`config.mk`:
```
export PLATFORM = sky130hd
export DESIGN_NAME = if_stage
export DESIGN_NICKNAME = d
export VERILOG_FILES = /design/src/rtl/if_stage.sv
export SDC_FILE = /design/constraint.sdc
export NUM_CORES = 1
export LEC_CHECK = 0
export BUFFER_PORTS_ARGS = -buffer_cell sky130_fd_sc_hd__buf_2
export CAP_MARGIN = 20
export CORE_ASPECT_RATIO = 2
export CORE_UTILIZATION = 35
export CTS_CLUSTER_SIZE = 40
export DETAILED_ROUTE_END_ITERATION = 10
export MAX_ROUTING_LAYER = met4
export PLACE_DENSITY = 0.69
export SETUP_SLACK_MARGIN = 0.4
export SLEW_MARGIN = 20
export SYNTH_ARGS = -nofsm -noshare
export SYNTH_HDL_FRONTEND = slang
export SYNTH_SLANG_ARGS = --single-unit
```
`constraint.sdc`:
```
create_clock -name clk -period 2.34 [get_ports clk]
set_input_delay 0.117 -clock clk [delete_from_list [all_inputs] [get_ports clk]]
set_output_delay 0.117 -clock clk [all_outputs]
set_load 0.01 [all_outputs]
```
`src/rtl/if_stage.sv`:
```
// Instruction-fetch stage: PC register, prioritised next-PC select, IF/ID pipeline register
// and interrupt latch that enters at a clean user-mode fetch boundary.
module if_stage #(
  parameter logic [31:0] RESET_VECTOR = 32'h8000_0000,
  parameter logic [31:0] IRQ_VECTOR   = 32'h8000_0004,
  parameter logic [31:0] EXC_VECTOR   = 32'h8000_0008
) (
  input  logic        clk,
  input  logic        reset,
  input  logic        IFWrite,
  input  logic        ID_Write,
  input  logic        ID_Flush,
  input  logic        Exception,
  input  logic        IRQ,
  input  logic        BranchTaken,
  input  logic [31:0] BranchTarget,
  input  logic        J,
  input  logic        JR,
  input  logic [25:0] JumpIndex,
  input  logic [31:0] JRTarget,
  output logic [31:0] imem_addr,
  input  logic [31:0] imem_rdata,
  output logic [31:0] IF_ID_Instr,
  output logic [31:0] IF_ID_PC4,
  output logic        IF_ID_Valid,
  output logic        IRQ_Taken,
  output logic [31:0] IRQ_EPC
);

  logic [31:0] pc;
  logic [31:0] pc4;
  logic [31:0] pc_next;
  logic        irq_pending;
  logic        irq_entry;
  logic        if_id_bubble;

  assign imem_addr = pc;

  // Supervisor bit is sticky across sequential increment; low 31 bits wrap.
  always_comb begin
    pc4 = {pc[31], pc[30:0] + 31'd4};
  end

  // Next-PC priority; exception bypasses the stall, everything else needs IFWrite.
  always_comb begin
    pc_next   = pc;
    irq_entry = 1'b0;
    if (Exception) begin
      pc_next = EXC_VECTOR;
    end else if (IFWrite) begin
      if (BranchTaken) begin
        pc_next = {pc[31], BranchTarget[30:0]};
      end else if (JR) begin
        pc_next = {JRTarget[31] & pc[31], JRTarget[30:0]};
      end else if (J) begin
        pc_next = {IF_ID_PC4[31:28], JumpIndex, 2'b00};
      end else if (irq_pending && !pc[31]) begin
        pc_next   = IRQ_VECTOR;
        irq_entry = 1'b1;
      end else begin
        pc_next = pc4;
      end
    end
  end

  assign if_id_bubble = Exception | ID_Flush | irq_entry;

  always_ff @(posedge clk) begin
    if (!reset) begin
      pc          <= RESET_VECTOR;
      IF_ID_Instr <= 32'd0;
      IF_ID_PC4   <= 32'd0;
      IF_ID_Valid <= 1'b0;
      irq_pending <= 1'b0;
      IRQ_Taken   <= 1'b0;
      IRQ_EPC     <= 32'd0;
    end else begin
      pc          <= pc_next;
      // A request arriving on the entry edge itself stays latched.
      irq_pending <= IRQ | (irq_pending & ~irq_entry);
      IRQ_Taken   <= irq_entry;
      if (irq_entry) begin
        IRQ_EPC <= pc;
      end
      if (if_id_bubble) begin
        IF_ID_Instr <= 32'd0;
        IF_ID_PC4   <= 32'd0;
        IF_ID_Valid <= 1'b0;
      end else if (ID_Write) begin
        IF_ID_Instr <= imem_rdata;
        IF_ID_PC4   <= pc4;
        IF_ID_Valid <= 1'b1;
      end
    end
  end

endmodule

```
==> results.toml <==
[finish]
multiInputGateArea_sq_mm = 0.003318
mostFrequentLayoutCell = "buf_2"
final_nets = 1170
drive_gt1_share_pct = 34.38
fin_util_pct = 51.43
final_cell_mix = "buf_2 (259), dfxtp_1 (122), nand2_1 (94), nor2_1 (75), o21ai_0 (58)"
n_fill_cell = 1671
regArea_sq_mm = 0.002634
areaGrowthSynthToFinish_pct = 43.08

[critical_path]
crit_type = "reg2reg"
required_ns = 2.65
timing.rr.start = "imem_addr[2]"
cp_max_fo = 8
critPathLaunch = "imem_addr[2]"
worst_setup_path_start_kind = "register"
arrival_ns = 2.16
crit_path_end_kind = "register"

[routing]
final_antenna_net_count = 0
wl_per_cell_um = 20.18
vias = 6760
drt-vias-per-instance = 5.365
drt-pass1-iter-count = 5
dr.first_iter.drc_count = 414
routed_wl_um = 25420
drc = 0

[synthesis]
yosysTopAreaCellShare_pct = 42.04
yosysSeqAreaShare_pct = 42.04
async_flop_share_pct = 0
synth_warnings = 0
syn_area_sq_mm = 0.006238
synth_area_leaders = "dfxtp_1 (42%), mux2i_1 (7.5%), nand2_1 (5.7%)"
synth-seq-cells = 131
synth_cell_types = 57
synth_area_leader_cell = "dfxtp_1"
synthFlopType = "dfxtp_1"
syn-num-nets = 877
netlist_instances = 744
synth-edff-count = 0
synth_area_per_cell_sq_um = 8.385

[clock_network]
cts.clk_slew.worst_paths_ns = 0.06
clkLatencyLatePin_ns = 0.42
cts_root_buf = "clkbuf_16"
htree_levels = 4
cts_buffers = 17
cts.path.max_buffers = 2
clkSinkCount = 131
cts_tree = "built"

[power]
total_power_mw = 5.851
leakagePower_nw = 3.987
vdd_drop_max_mv = 0.4648
power_density_mw_per_mm2 = 655.5

[grt]
grt_start_max_net_pins = 43
antenna_found_initial = 3
grt_pass1_vias = 6587
grtUsageTotal_pct = 28.94
grt_pass1_wl_um = 37360
gr-total-overflow = 0

[floorplanning]
rows = 68
start_util_pct = 35.94
fp.dieW_um = 96.41
core_area_sq_mm = 0.01736
die_h_um = 190.8
die_area_sq_mm = 0.01840
num_io_pins = 262

[sta]
clock.fmax_mhz = 541.3
skew_ns = 0.01108
maxSlewHeadroom_pct = 65.54
finalHoldViolations = 0
tightestPinTransition_ns = 0.5169
final_max_slew_viol_count = 0
finalSetupTns_ns = 0
setup_viol = 0
min_period_ns = 1.847
hold_slack_ns = 0.02744
min_period_over_period_pct = 78.95
rsz0062_at_grt = "no"

[placement]
io_buffers = 260
dp_hpwl_um = 18760
gp_congestion = 0.8829

[flow_run]
cap_violations = 0

[status]
status = "complete, no violations"

[hold_path]
hold_start = "BranchTarget[9]"
hp-class = "in2reg"
==> registers in the layout, summed over array words and instances, names as in the netlist <==
register     cells
IF_ID_Instr     32
IRQ_Taken        1
IRQ_EPC         32
imem_addr       32
IF_ID_Valid      1
IF_ID_PC4       32
irq_pending      1
==> worst paths after layout <==
path	cells past startpoint	endpoint	slack, ns
setup / recovery	6	imem_addr[26]	0.49
hold / removal	3	imem_addr[9]	0.03
setup reg to reg	6	imem_addr[26]	0.49
hold reg to reg	2	IRQ_EPC[16]	0.46
==> worst max-delay path, stage by stage (launching register included) <==
cell and delay (ns):
dfxtp_2 0.42, ha_2 0.24, and4_4 0.29, nand3_4 0.14, nor3_4 0.25, o21ai_1 0.09
a221o_1 0.30
==> metal layers <==
layer  wire length, um  GRT usage, %  vias to the layer above
met5                 0             -                        -
met4              1666         20.36                        0
met1              8670         28.46                     3144
li1                  -             -                     3214
met3              1411         4.027                       89
met2             13670         50.65                      313
==> kinds of logic after synthesis <==
family	count (synthesis)	share of synthesized area, %
buffers and inverters	80	5.596
DFF	131	42.04
adders and majority gates	1	0.2005
muxes	47	7.541
AOI/OAI and AO/OA	201	20.86
and+or+nand+nor	259	20.26
xor gates and xnor gates	25	3.510
==> power by group <==
part,total [mW],switching (mW),internal [mW]
registers,2.33,0.0555,2.28
logic,0.660,0.350,0.309
clock network,2.86,1.01,1.85
total,5.85,1.42,4.43
==> area by class of cell <==
type,count,area share [%]
timing repair buffer,341,22.82
clock inverter,9,1.738
antenna,3,0.08410
clock buffer,20,5.228
sequential,131,29.51
tap,210,2.944
inverter,12,0.5046
multi-input combinational,534,37.17
==> cell usage after synthesis, types with 9 or more instances <==
cell / n
buf_2: 18
nand2_1: 95
xnor2_1: 19
nand4_1: 9
a21oi_1: 40
nand3_1: 16
inv_1: 11
o22ai_1: 9
dfxtp_1: 131
a221o_1: 9
mux2i_1: 47
a21boi_0: 31
a221oi_1: 10
clkbuf_1: 40
o21ai_0: 58
nand2b_1: 9
nor3_1: 19
nor2_1: 78
==> what timing repair did <==
action,in CTS,in global routing
pin swaps,0,3
cloned,0,1
hold buffers,40,0
setup buffers,0,2
endpoints found under the setup margin,16,21
hold endpoints to repair,39,0
resized for setup,4,17
==> through the flow <==
stage / instances / cell area (sq um) / setup slack [ns]
after detailed placement: 1185 / 7821 / 0.2615
after floorplan: 744 / 6238 / 0.4764
after global routing: 1260 / 8926 / 0.4100
after CTS: 1254 / 8852 / 0.3602
after global placement: 1185 / 7821 / 0.3119
final: 1260 / 8926 / 0.4925
Note: power is estimated with default switching activity, not from simulation.
